File: config.mk
export PLATFORM = sky130hd
export DESIGN_NAME = reg_wb_arbiter
export DESIGN_NICKNAME = d
export VERILOG_FILES = /design/src/rtl/reg_wb_arbiter_pkg.sv /design/src/rtl/reg_wb_arbiter_scoreboard.sv /design/src/rtl/reg_wb_arbiter.sv
export SDC_FILE = /design/constraint.sdc
export NUM_CORES = 1
export LEC_CHECK = 0
export BUFFER_PORTS_ARGS = -buffer_cell sky130_fd_sc_hd__buf_2
export CELL_PAD_IN_SITES_DETAIL_PLACEMENT = 0
export CELL_PAD_IN_SITES_GLOBAL_PLACEMENT = 1
export CORE_ASPECT_RATIO = 1.75
export CORE_MARGIN = 3
export CORE_UTILIZATION = 37
export DETAILED_ROUTE_END_ITERATION = 7
export GPL_TIMING_DRIVEN = 0
export PLACE_DENSITY_LB_ADDON = 0.1
export SLEW_MARGIN = 20
export SYNTH_ARGS = -nofsm -noshare
export SYNTH_HDL_FRONTEND = slang
export SYNTH_SLANG_ARGS = --single-unit
File: constraint.sdc
create_clock -name clk -period 3.7 [get_ports clk]
set_input_delay 0.555 -clock clk [delete_from_list [all_inputs] [get_ports clk]]
set_output_delay 0.555 -clock clk [all_outputs]
set_load 0.005 [all_outputs]
File: src/rtl/reg_wb_arbiter_pkg.sv
// Shared CPU definitions: data width, register-file geometry and writeback grant encoding.
package reg_wb_arbiter_pkg;

  localparam int unsigned XLEN       = 32;
  localparam int unsigned REG_ADDR_W = 5;
  localparam int unsigned REG_COUNT  = 32;

  typedef enum logic {
    GRANT_ALU  = 1'b0,
    GRANT_LONG = 1'b1
  } grant_e;

endpackage

File: src/rtl/reg_wb_arbiter_scoreboard.sv
// Pending-write scoreboard for long-latency destinations, plus the decode hazard (RAW/WAW) stall.
module reg_scoreboard
  import reg_wb_arbiter_pkg::*;
(
  input  logic                  clk,
  input  logic                  rst,
  input  logic                  issueValid,
  input  logic                  issueLong,
  input  logic [REG_ADDR_W-1:0] issueRd,
  input  logic [REG_ADDR_W-1:0] issueRs1,
  input  logic [REG_ADDR_W-1:0] issueRs2,
  input  logic                  clearValid,
  input  logic [REG_ADDR_W-1:0] clearRd,
  output logic                  stall,
  output logic [REG_COUNT-1:0]  pendingMask
);

  logic [REG_COUNT-1:0] setVec;
  logic [REG_COUNT-1:0] clrVec;

  assign stall = issueValid &&
                 (pendingMask[issueRs1] || pendingMask[issueRs2] || pendingMask[issueRd]);

  always_comb begin
    setVec = '0;
    clrVec = '0;
    if (issueValid && issueLong && !stall && (issueRd != '0)) setVec[issueRd] = 1'b1;
    if (clearValid) clrVec[clearRd] = 1'b1;
  end

  // Register 0 is hardwired, so its pending bit is forced low.
  always_ff @(posedge clk or posedge rst) begin
    if (rst) pendingMask <= '0;
    else     pendingMask <= ((pendingMask & ~clrVec) | setVec) & ~REG_COUNT'(1);
  end

endmodule

File: src/rtl/reg_wb_arbiter.sv
// Round-robin writeback arbiter between the ALU and the long-latency unit, with a registered
// register-file write port and a pending-destination scoreboard.
module reg_wb_arbiter
  import reg_wb_arbiter_pkg::REG_ADDR_W, reg_wb_arbiter_pkg::REG_COUNT;
#(
  parameter int unsigned XLEN = 32
) (
  input  logic                  clk,
  input  logic                  rst,
  input  logic                  issueValid,
  input  logic [REG_ADDR_W-1:0] issueRd,
  input  logic [REG_ADDR_W-1:0] issueRs1,
  input  logic [REG_ADDR_W-1:0] issueRs2,
  input  logic                  issueLong,
  output logic                  stall,
  input  logic                  aluValid,
  input  logic [REG_ADDR_W-1:0] aluRd,
  input  logic [XLEN-1:0]       aluData,
  output logic                  aluReady,
  input  logic                  longValid,
  input  logic [REG_ADDR_W-1:0] longRd,
  input  logic [XLEN-1:0]       longData,
  output logic                  longReady,
  output logic                  regWrite,
  output logic [REG_ADDR_W-1:0] rd,
  output logic [XLEN-1:0]       writeData,
  output logic [REG_COUNT-1:0]  pendingMask
);

  import reg_wb_arbiter_pkg::grant_e;
  import reg_wb_arbiter_pkg::GRANT_ALU;
  import reg_wb_arbiter_pkg::GRANT_LONG;

  grant_e rrLast;
  logic   contended;

  // rrLast holds the winner of the last contended cycle; the other requester wins next.
  assign contended = aluValid && longValid;
  assign aluReady  = !rst && aluValid  && (!longValid || (rrLast == GRANT_LONG));
  assign longReady = !rst && longValid && (!aluValid  || (rrLast == GRANT_ALU));

  always_ff @(posedge clk or posedge rst) begin
    if (rst) begin
      rrLast    <= GRANT_LONG;
      regWrite  <= 1'b0;
      rd        <= '0;
      writeData <= '0;
    end else begin
      if (contended) rrLast <= aluReady ? GRANT_ALU : GRANT_LONG;
      if (aluReady) begin
        regWrite  <= (aluRd != '0);
        rd        <= aluRd;
        writeData <= aluData;
      end else if (longReady) begin
        regWrite  <= (longRd != '0);
        rd        <= longRd;
        writeData <= longData;
      end else begin
        regWrite  <= 1'b0;
      end
    end
  end

  reg_scoreboard uScoreboard (
    .clk        (clk),
    .rst        (rst),
    .issueValid (issueValid),
    .issueLong  (issueLong),
    .issueRd    (issueRd),
    .issueRs1   (issueRs1),
    .issueRs2   (issueRs2),
    .clearValid (longReady),
    .clearRd    (longRd),
    .stall      (stall),
    .pendingMask(pendingMask)
  );

endmodule

==> impl_metrics.tcl, run 1 <==
set metrics [dict create \
    place_ws_ns -0.347 \
    max_cap_viol_count 0 \
    clock_latency_ns 0.33 \
    dp_hpwl_um 12400 \
    antenna_found_initial 0 \
    outcome "complete, no violations" \
    place_congestion 0.924 \
    vias 4435 \
    ios 168 \
    ctsHoldBuffers 0 \
    place.port_buffers 160 \
    hold_viol_final 0 \
    start_kind "register" \
    synth_nets 559 \
    rsz0062_at_grt "no" \
    finalInstanceArea_um2 5800 \
    cts.sinks 70 \
    tritoncts "yes" \
    wirelength_met1_um 5720 \
    dr_wl_met3_um 1040 \
    yosysWarnings 0 \
    critical_path.cell_chain "mux4_2 > mux2_2 > and3_1 > or4_1 > or4_4 > o21a_1 > buf_2" \
    synth_cell_types 44 \
    p_sw_share_pct 31.2 \
    dieArea_um2 13300 \
    grt_pass1_wl_um 24000 \
    clkPwrFrac_pct 34.4 \
    setup-violations-final 0 \
    reg2reg_slack_ns 0.72 \
    tightest_slew_ns 0.753 \
    period_share_pct 97.7 \
    drc 0 \
    syn_area_um2 4410 \
    min_period_ns 3.62 \
    crit_required_ns 3.14 \
    rows 52 \
    total_power_w 0.00256 \
    cts_buffer_depth 2 \
    avgViaCountPerCell 5.64 \
    grt_overflow 0 \
    worst_slack_ns 0.0849 \
    grt_max_degree 29 \
    ant_nets 0 \
    post_drt_wl_per_cell_um 20.1 \
    comb_power_share_pct 26.5 \
    routed_wl_um 15800 \
    final_common_cell "buf_2" \
    end_kind "output pin" \
    seqPwrFrac_pct 39.1 \
    p_sw_w 0.000798 \
    leakage_nw 2.66 \
    r2r_cells 8 \
    power_density_nw_per_um2 441 \
    crit_path_top_delay_cell "or4_1" \
    diodes 0 \
    highest-signal-layer "met4" \
    grtUsageTotal_pct 24.1 \
    die_h_um 150 \
    clk_pin_slew_ns 0.06 \
    area_delta_synth_final_pct 31.4 \
    r2r_start "uScoreboard.pendingMask[15]$_DFF_PP0_" \
    final_nets 741 \
    p_int_w 0.00176 \
    path_max_fanout 2 \
    r2r-end "uScoreboard.pendingMask[18]$_DFF_PP0_" \
    ir_drop_uv 271 \
    firstDrtPassIters 5 \
    min_path_type "in2async" \
    avgSynthCellArea_um2 9.51 \
    wl_met2_um 8680 \
    cts_root_buffer "clkbuf_16" \
    relSlewSlack_pct 49.8 \
    synth_cells 464 \
    core-area_um2 11600 \
    fmax_ghz 0.277 \
    synthArstFlopShare_pct 100 \
    initial_core_util_pct 38.1 \
    drt-initial-drc-count 240 \
    synth-edff-count 0 \
    finalMaxSlewViolations 0 \
    seqCellArea_um2 1760 \
    yosys_most_used_dff "dfrtp_1" \
    drive_above_1_share_pct 39.3 \
    yosysSeqAreaShare_pct 39.7 \
    fin_worst_skew_ns 0.00768 \
    multi_input_area_um2 2430 \
    worstPathArrival_ns 3.06 \
    grt_pass1_vias 4481 \
    die_x_um 88.6 \
    ys_ff_latch 70 \
    layout.cells.most_common_list "buf_2 (163), o21ai_0 (70), dfrtp_1 (64), nand2_1 (53), mux2i_1 (50)" \
    htree_levels 3 \
    cts_made_buffers 9 \
    critPathKind "reg2out" \
    critPathMaxStageDelay_ns 0.53 \
    place_area_um2 5430 \
    n_fill_cell 1139 \
]
worst max-delay path: cells and delay by family, from the launching register on:
family,cells,cell delay (ns)
mux,2,0.78
buf+inv,1,0.13
compound gates,1,0.20
simple gates,3,1.21
flops,1,0.41
what timing repair did:
item	CTS	global route
pin swaps	1	1
gates resized for setup	7	6
endpoints found under the setup margin	1	1
setup buffers	5	4
kinds of logic (layout without fill, tap and decap cells):
| logic type | after synthesis | after routing | share of synthesized area (%) |
|---|---|---|---|
| simple gates | 152 | 152 | 17.7 |
| mux | 67 | 67 | 19.3 |
| other cells | 1 | 1 | 0.0850 |
| compound gates | 126 | 126 | 18.2 |
| flops | 70 | 70 | 39.7 |
| buf+inv | 48 | 235 | 5.05 |
routing by layer:
layer | up-vias | global-route usage [%]
li1 | 2087 | -
met1 | 2107 | 26.0
met2 | 217 | 44.5
met3 | 24 | 5.15
met4 | 0 | 9.23
met5 | - | 0
through the flow:
step	utilization (%)	instances	setup TNS, ns	hold slack [ns]
2_1_floorplan	-	464	0	0.473
5_1_grt	50.1	786	0	0.271
4_1_cts	49.9	782	0	0.251
3_5_place_dp	46.9	761	-0.347	0.465
3_3_place_gp	46.5	759	-6.59	0.457
6_report	50.1	786	0	0.248
final cells by class:
class | count | area share, %
Inverter | 4 | 0.324
Clock inverter | 4 | 0.777
Clock buffer | 12 | 4.42
Tap cell | 135 | 2.91
Timing Repair Buffer | 171 | 15.7
Sequential cell | 70 | 30.3
Multi-Input combinational cell | 346 | 41.9
Buffer | 44 | 3.67
cell usage after synthesis (2+ instances only):
| cell type | n | share of area (%) |
|---|---|---|
| a2111oi_0 | 2 | 0.40 |
| a21oi_1 | 3 | 0.34 |
| a22oi_1 | 2 | 0.34 |
| a311oi_1 | 3 | 0.60 |
| a31oi_1 | 3 | 0.43 |
| and3_1 | 4 | 0.57 |
| buf_1 | 5 | 0.43 |
| buf_6 | 5 | 1.3 |
| clkbuf_1 | 32 | 2.7 |
| dfrtp_1 | 69 | 39 |
| inv_1 | 4 | 0.34 |
| mux2_2 | 4 | 1.0 |
| mux2i_1 | 50 | 11 |
| mux4_1 | 3 | 1.8 |
| mux4_2 | 10 | 5.1 |
| nand2_1 | 53 | 4.5 |
| nand2b_1 | 2 | 0.28 |
| nand3_1 | 5 | 0.57 |
| nand3b_1 | 11 | 1.9 |
| nand4_1 | 31 | 4.4 |
| nor2_1 | 23 | 2.0 |
| nor2b_1 | 7 | 0.99 |
| nor3_1 | 4 | 0.45 |
| o211ai_1 | 3 | 0.51 |
| o21a_1 | 2 | 0.34 |
| o21ai_0 | 70 | 7.9 |
| o21ai_2 | 30 | 6.0 |
| o31ai_1 | 2 | 0.34 |
| or2_2 | 2 | 0.28 |
| or3_1 | 3 | 0.43 |
| or3b_2 | 3 | 0.60 |
| or4_1 | 2 | 0.34 |
worst max path at each step:
stage / start / endpoint / slack (ns) / cells after the start
6_report: uScoreboard.pendingMask[15]$_DFF_PP0_ / stall / 0.08 / 7
5_1_grt: uScoreboard.pendingMask[8]$_DFF_PP0_ / stall / 0.007 / 7
3_5_place_dp: issueRd[0] / stall / -0.35 / 11
4_1_cts: uScoreboard.pendingMask[9]$_DFF_PP0_ / stall / 0.008 / 7
3_3_place_gp: issueRd[0] / stall / -0.33 / 11
2_1_floorplan: issueRd[0] / stall / 0.26 / 10
power groups by stage:
stage | Clock (W) | Combinational [W] | Sequential [W]
3_5_place_dp | 0 | 0.000646 | 0.00102
2_1_floorplan | 0 | 0.000359 | 0.000983
6_report | 0.000880 | 0.000676 | 0.00100
3_3_place_gp | 0 | 0.000630 | 0.00101
4_1_cts | 0.000893 | 0.000669 | 0.00100
5_1_grt | 0.000927 | 0.000746 | 0.00101
registers in the layout, indices dropped and copies added (netlist names):
register / flops
rd: 5
regWrite: 1
rrLast: 1
uScoreboard.pendingMask: 31
writeData: 32
Power figures use the tool's default switching activity.
==> run 2, diff against run 1 <==
- SYNTH_HIERARCHICAL: not set -> 1
==> impl_metrics.tcl, run 2 <==
set metrics [dict create \
    ir_drop_uv 391 \
    place.port_buffers 160 \
    setup-violations-final 0 \
    die_x_um 91.2 \
    largest_register_ff_count 32 \
    dp_hpwl_um 14000 \
    syn_area_um2 4700 \
    synth_common_cells "dfrtp_1 (69), o21ai_1 (51), o21ai_0 (49), nor2_1 (48), a31oi_1 (42)" \
    die_h_um 155 \
    yosysMostFrequentCell "dfrtp_1" \
    htree_levels 3 \
    dp.cells 844 \
    ctsHoldBuffers 0 \
    finalMaxSlewViolations 0 \
    synth-edff-count 0 \
    drt-initial-drc-count 247 \
    final_util_pct 49.5 \
    avgSynthCellArea_um2 9.05 \
    tightest_slew_ns 0.753 \
    rsz0062_at_grt "no" \
    grt_overflow 0 \
    core-area_um2 12200 \
    yosysWarnings 6 \
    firstDrtPassIters 5 \
    place_congestion 0.970 \
    power_density_nw_per_um2 458 \
    synth_cells 519 \
    leakage_nw 2.61 \
    finalSetupTns_ns 0 \
    hold_viol_final 0 \
    vias 5049 \
    worstPathArrival_ns 2.66 \
    final_nets 785 \
    layout.cells.most_common_list "buf_2 (182), dfrtp_1 (69), o21ai_1 (51), o21ai_0 (49), nor2_1 (48)" \
    max_cap_viol_count 0 \
    grt_max_degree 49 \
    rows 53 \
    clock_latency_ns 0.33 \
    drc 0 \
    avgViaCountPerCell 5.88 \
    cts_made_buffers 9 \
    ios 168 \
    end_kind "output pin" \
    cts.sinks 70 \
    synth_cell_types 52 \
    regMostFlops "writeData" \
    tritoncts "yes" \
    top_regs "writeData: 32 flops, uScoreboard/pendingMask: 31 flops, rd: 5 flops" \
    start_kind "primary input" \
    min_path_type "in2async" \
    dieArea_um2 14100 \
    ant_nets 0 \
    cts_resized 0 \
    clk_pin_slew_ns 0.06 \
    cts_root_buffer "clkbuf_16" \
    post_drt_wl_per_cell_um 20.6 \
    yosysSeqAreaShare_pct 37.3 \
    yosys-top-cells-area "dfrtp_1 (37%), o2111ai_1 (6.9%), a31oi_1 (5.6%)" \
    routed_wl_um 17700 \
    initial_core_util_pct 38.5 \
    critical_path.cell_chain "buf_2 > buf_2 > mux4_2 > nor4bb_1 > a311oi_2 > o2111a_2 > buf_6 > nand2_1 > o21a_1 > buf_2" \
    fin_worst_skew_ns 0.00806 \
    period_share_pct 86.9 \
    cp_common_cell "buf_2" \
    grt_pass1_wl_um 27700 \
    fmax_ghz 0.311 \
    cts_buffer_depth 2 \
    yosys.area.top_type_share_pct 36.8 \
    total_power_w 0.00277 \
    critPathKind "in2out" \
    synthArstFlopShare_pct 100 \
    drive_above_1_share_pct 35.4 \
    path_max_fanout 10 \
    antenna_found_initial 0 \
    min_period_ns 3.22 \
    diodes 0 \
    final_common_cell "buf_2" \
    cts_setup_buffers 0 \
    ys_ff_latch 70 \
    relSlewSlack_pct 49.6 \
    fin_cells 859 \
    area_delta_synth_final_pct 28.7 \
    grtUsageTotal_pct 24.7 \
    yosys_most_used_dff "dfrtp_1" \
    critPathMaxStageDelay_ns 0.39 \
    crit_required_ns 3.14 \
    grt_pass1_vias 5266 \
    outcome "complete, no violations" \
    crit_path_top_delay_cell "mux4_2" \
    synth_nets 614 \
    synth.largest_area_cell "dfrtp_1" \
]
==> run 2: changes by cell type in the layout (fill, tap and decap cells not counted), sizes merged, moves of 21 or more <==
| cell | change |
|---|---|
| clkbuf | -22 |
| nand2 | -43 |
| buf | +21 |
| a31oi | +39 |
| o2111ai | +37 |
| mux2i | -24 |
| nor2 | +25 |
==> run 2: logic make-up (layout without fill, tap and decap cells) <==
kind of cell / count (synthesis) / count (layout) / share of synthesized area (%)
other: 1 / 1 / 0.0798
buffers and inverters: 64 / 239 / 8.28
AO/OA/AOI/OAI: 207 / 207 / 27.6
AND/OR/NAND/NOR: 139 / 139 / 16.5
multiplexers: 38 / 38 / 10.2
flip-flops: 70 / 70 / 37.3
==> run 2: worst paths after layout <==
path,start,end,slack [ns],cells past startpoint
max in group asynchronous,rst,writeData[11]$_DFFE_PP0P_,2.83,3
worst max register to register,uScoreboard/pendingMask[14]$_DFF_PP0_,uScoreboard/pendingMask[19]$_DFF_PP0_,1.39,7
worst min register to register,rd[2]$_DFFE_PP0P_,rd[2]$_DFFE_PP0P_,0.54,2
worst max-delay path,issueRs2[2],stall,0.48,10
min in group clk,longValid,rrLast$_DFFE_PP1P_,0.46,2
worst min-delay path,rst,uScoreboard/pendingMask[3]$_DFF_PP0_,0.38,2
==> run 2: final cells by class <==
class	instances	area, um2
Clock buffer	9	225
Inverter	7	26.3
Multi-Input combinational cell	385	2560
Fill cell	1280	6160
Tap cell	165	206
Timing Repair Buffer	160	801
Sequential cell	70	1750
Buffer	57	365
Clock inverter	6	111
==> run 2: layer usage <==
metal	global-route usage, %	vias up	part of all wire (%)
li1	-	2374	-
met1	24.6	2413	35
met2	45.1	211	53
met3	5.47	51	5.8
met4	16.6	0	5.6
met5	0	-	0
==> run 2: stage by stage <==
stage	instance area [um2]	hold slack, ns	worst slack (ns)
2_1_floorplan	4700	0.540	1.02
3_3_place_gp	5710	0.525	0.509
3_5_place_dp	5710	0.537	0.519
4_1_cts	6040	0.394	0.509
5_1_grt	6040	0.437	0.439
6_report	6040	0.385	0.483
==> run 2: where the power goes <==
group	switching (W)	total, W	internal [W]
logic	0.000426	0.000759	0.000333
clock network	0.000337	0.000992	0.000655
registers	0.000126	0.00102	0.000889
total	0.000889	0.00277	0.00188
==> run 2: critical path: cells and delay by family <==
family / cells / cell delay (ns)
multiplexers: 1 / 0.39
AO/OA/AOI/OAI: 3 / 0.79
buffers and inverters: 4 / 0.68
AND/OR/NAND/NOR: 2 / 0.23
==> run 3, diff against run 2 <==
- ABC_AREA: not set -> 1
- CORE_UTILIZATION: 37 -> 35
- SLEW_MARGIN: 20 -> not set
==> impl_metrics.tcl, run 3 <==
set metrics [dict create \
    die_x_um 94.8 \
    leakage_nw 3.64 \
    multi_input_area_um2 2460 \
    synth-edff-count 0 \
    grt_overflow 0 \
    ctsHoldBuffers 0 \
    synthArstFlopShare_pct 100 \
    place.port_buffers 162 \
    relSlewSlack_pct 49.8 \
    syn_area_um2 4830 \
    synth_top_family_by_area "simple AND/OR/NAND/NOR gates" \
    final_nets 1019 \
    vias 5491 \
    ys_ff_latch 70 \
    yosys.area.top_type_share_pct 35.7 \
    final_common_cell "nand2_1" \
    path_max_fanout 8 \
    dieArea_um2 15300 \
    total_power_w 0.00261 \
    yosysSeqAreaShare_pct 36.3 \
    ir_drop_uv 216 \
    yosysMostFrequentCell "nand2_1" \
    dp_hpwl_um 14900 \
    synthMuxAreaShare_pct 0 \
    tritoncts "yes" \
    diodes 0 \
    initial_core_util_pct 35.9 \
    min_period_ns 2.85 \
    place_congestion 0.850 \
    synth_common_cells "nand2_1 (313), nand3_1 (108), dfrtp_1 (69), inv_1 (62), nor2_1 (50)" \
    finalSetupTns_ns 0 \
    grt_pass1_wl_um 28400 \
    synth_nets 844 \
    cts_root_buffer "clkbuf_16" \
    start_kind "primary input" \
    crit_required_ns 3.14 \
    synthSimpleGateAreaFrac_pct 45.1 \
    hold_viol_final 0 \
    routed_wl_um 18400 \
    clk_pin_slew_ns 0.06 \
    cts_resized 0 \
    cts_setup_buffers 0 \
    synth_compound_area_share_pct 5.80 \
    cts_buffer_depth 2 \
    grtUsageTotal_pct 24.2 \
    firstDrtPassIters 6 \
    synth_cell_types 27 \
    ios 168 \
    avgSynthCellArea_um2 6.45 \
    power_density_nw_per_um2 419 \
    yosysWarnings 6 \
    outcome "complete, no violations" \
    regMostFlops "writeData" \
    rsz0062_at_grt "no" \
    top_regs "writeData: 32 flops, uScoreboard/pendingMask: 31 flops, rd: 5 flops" \
    fmax_ghz 0.351 \
    cts.sinks 70 \
    seqCellArea_um2 1750 \
    layout.cells.most_common_list "nand2_1 (313), buf_2 (173), nand3_1 (108), dfrtp_1 (69), inv_1 (61)" \
    avgViaCountPerCell 4.98 \
    rows 56 \
    startpoint "issueRd[1]" \
    worst_slack_ns 0.847 \
    synth_cells 749 \
    htree_levels 3 \
    ant_nets 0 \
    r2r_start "uScoreboard/pendingMask[23]$_DFF_PP0_" \
    setup-violations-final 0 \
    r2r-end "uScoreboard/pendingMask[9]$_DFF_PP0_" \
    yosys-top-cells-area "dfrtp_1 (36%), nand2_1 (24%), nand3_1 (11%)" \
    fin_worst_skew_ns 0.00370 \
    core-area_um2 13500 \
    area_delta_synth_final_pct 29.1 \
    max_cap_viol_count 0 \
    finalInstanceArea_um2 6240 \
    clock_latency_ns 0.32 \
    antenna_found_initial 0 \
    drt-initial-drc-count 280 \
    finalMaxSlewViolations 0 \
    n_fill_cell 1536 \
    r2r_cells 12 \
    min_path_type "in2async" \
    grt_pass1_vias 5461 \
    grt_max_degree 32 \
    place_ws_ns 0.847 \
    yosys.area_share.xor_xnor_pct 0 \
    place_area_um2 5890 \
    cts_made_buffers 9 \
    synth_fa_ha_area_share_pct 0 \
    worstPathArrival_ns 2.30 \
    yosys_most_used_dff "dfrtp_1" \
    period_share_pct 77.1 \
    post_drt_wl_per_cell_um 16.6 \
    drive_above_1_share_pct 25.4 \
    cp-endpoint "stall" \
    die_h_um 161 \
    end_kind "output pin" \
    synth.largest_area_cell "dfrtp_1" \
    critPathKind "in2out" \
    tightest_slew_ns 0.750 \
    largest_register_ff_count 32 \
    reg2reg_slack_ns 1.91 \
    drc 0 \
]
run 3: per-stage QoR:
stage          utilization (%)  hold WS (ns)  cells
5_1_grt                   46.4         0.326   1103
3_5_place_dp              43.8         0.460   1086
4_1_cts                   46.2         0.304   1102
2_1_floorplan                -         0.472    749
6_report                  46.4         0.296   1103
3_3_place_gp              43.6         0.458   1085
run 3: worst max-delay path, cell delays in order:
cell,delay [ns]
buf_2,0.12
nor2_1,0.59
a21oi_1,0.17
nand2_1,0.10
nand2_1,0.05
nand2_1,0.07
clkinv_1,0.08
nand2_1,0.12
nor2_4,0.07
a21boi_0,0.22
buf_2,0.15
run 3: worst min-delay path by stage:
stage | endpoint | cells after the start
global route | writeData[30]$_DFFE_PP0P_ | 2
detailed placement | writeData[3]$_DFFE_PP0P_ | 2
CTS | writeData[30]$_DFFE_PP0P_ | 2
finish | writeData[6]$_DFFE_PP0P_ | 2
floorplan | rrLast$_DFFE_PP1P_ | 2
global placement | writeData[27]$_DFFE_PP0P_ | 2
run 3: where the power goes:
group / switching, W / leakage, nW / internal [W]
clock: 0.000332 / 0.154 / 0.000606
sequential: 0.0000903 / 0.896 / 0.000876
combinational: 0.000422 / 2.59 / 0.000286
total: 0.000844 / 3.64 / 0.00177
run 3: layout make-up:
class,count,share of cell area [%]
flip-flops and latches,70,28.1
multi-input cells,568,39.5
inverters,72,4.33
repair buffers,164,13.9
well taps,174,3.49
clock inverters,6,1.36
clock buffers,10,3.83
plain buffers,39,5.55
run 3: cells by family (layout without fill, tap and decap cells):
family / count (synthesis) / count (layout)
other cells: 1 / 1
buf+inv: 111 / 291
flops: 70 / 70
simple gates: 514 / 514
compound gates: 53 / 53
run 3: layer usage:
metal	up-vias	wire length, um	track usage [%]	share of wire (%)
met3	37	1010	4.29	5.5
met1	2538	6160	23.3	34
met5	-	0	0	0
met4	0	660	9.86	3.6
met2	178	10500	48.3	57
li1	2738	-	-	-
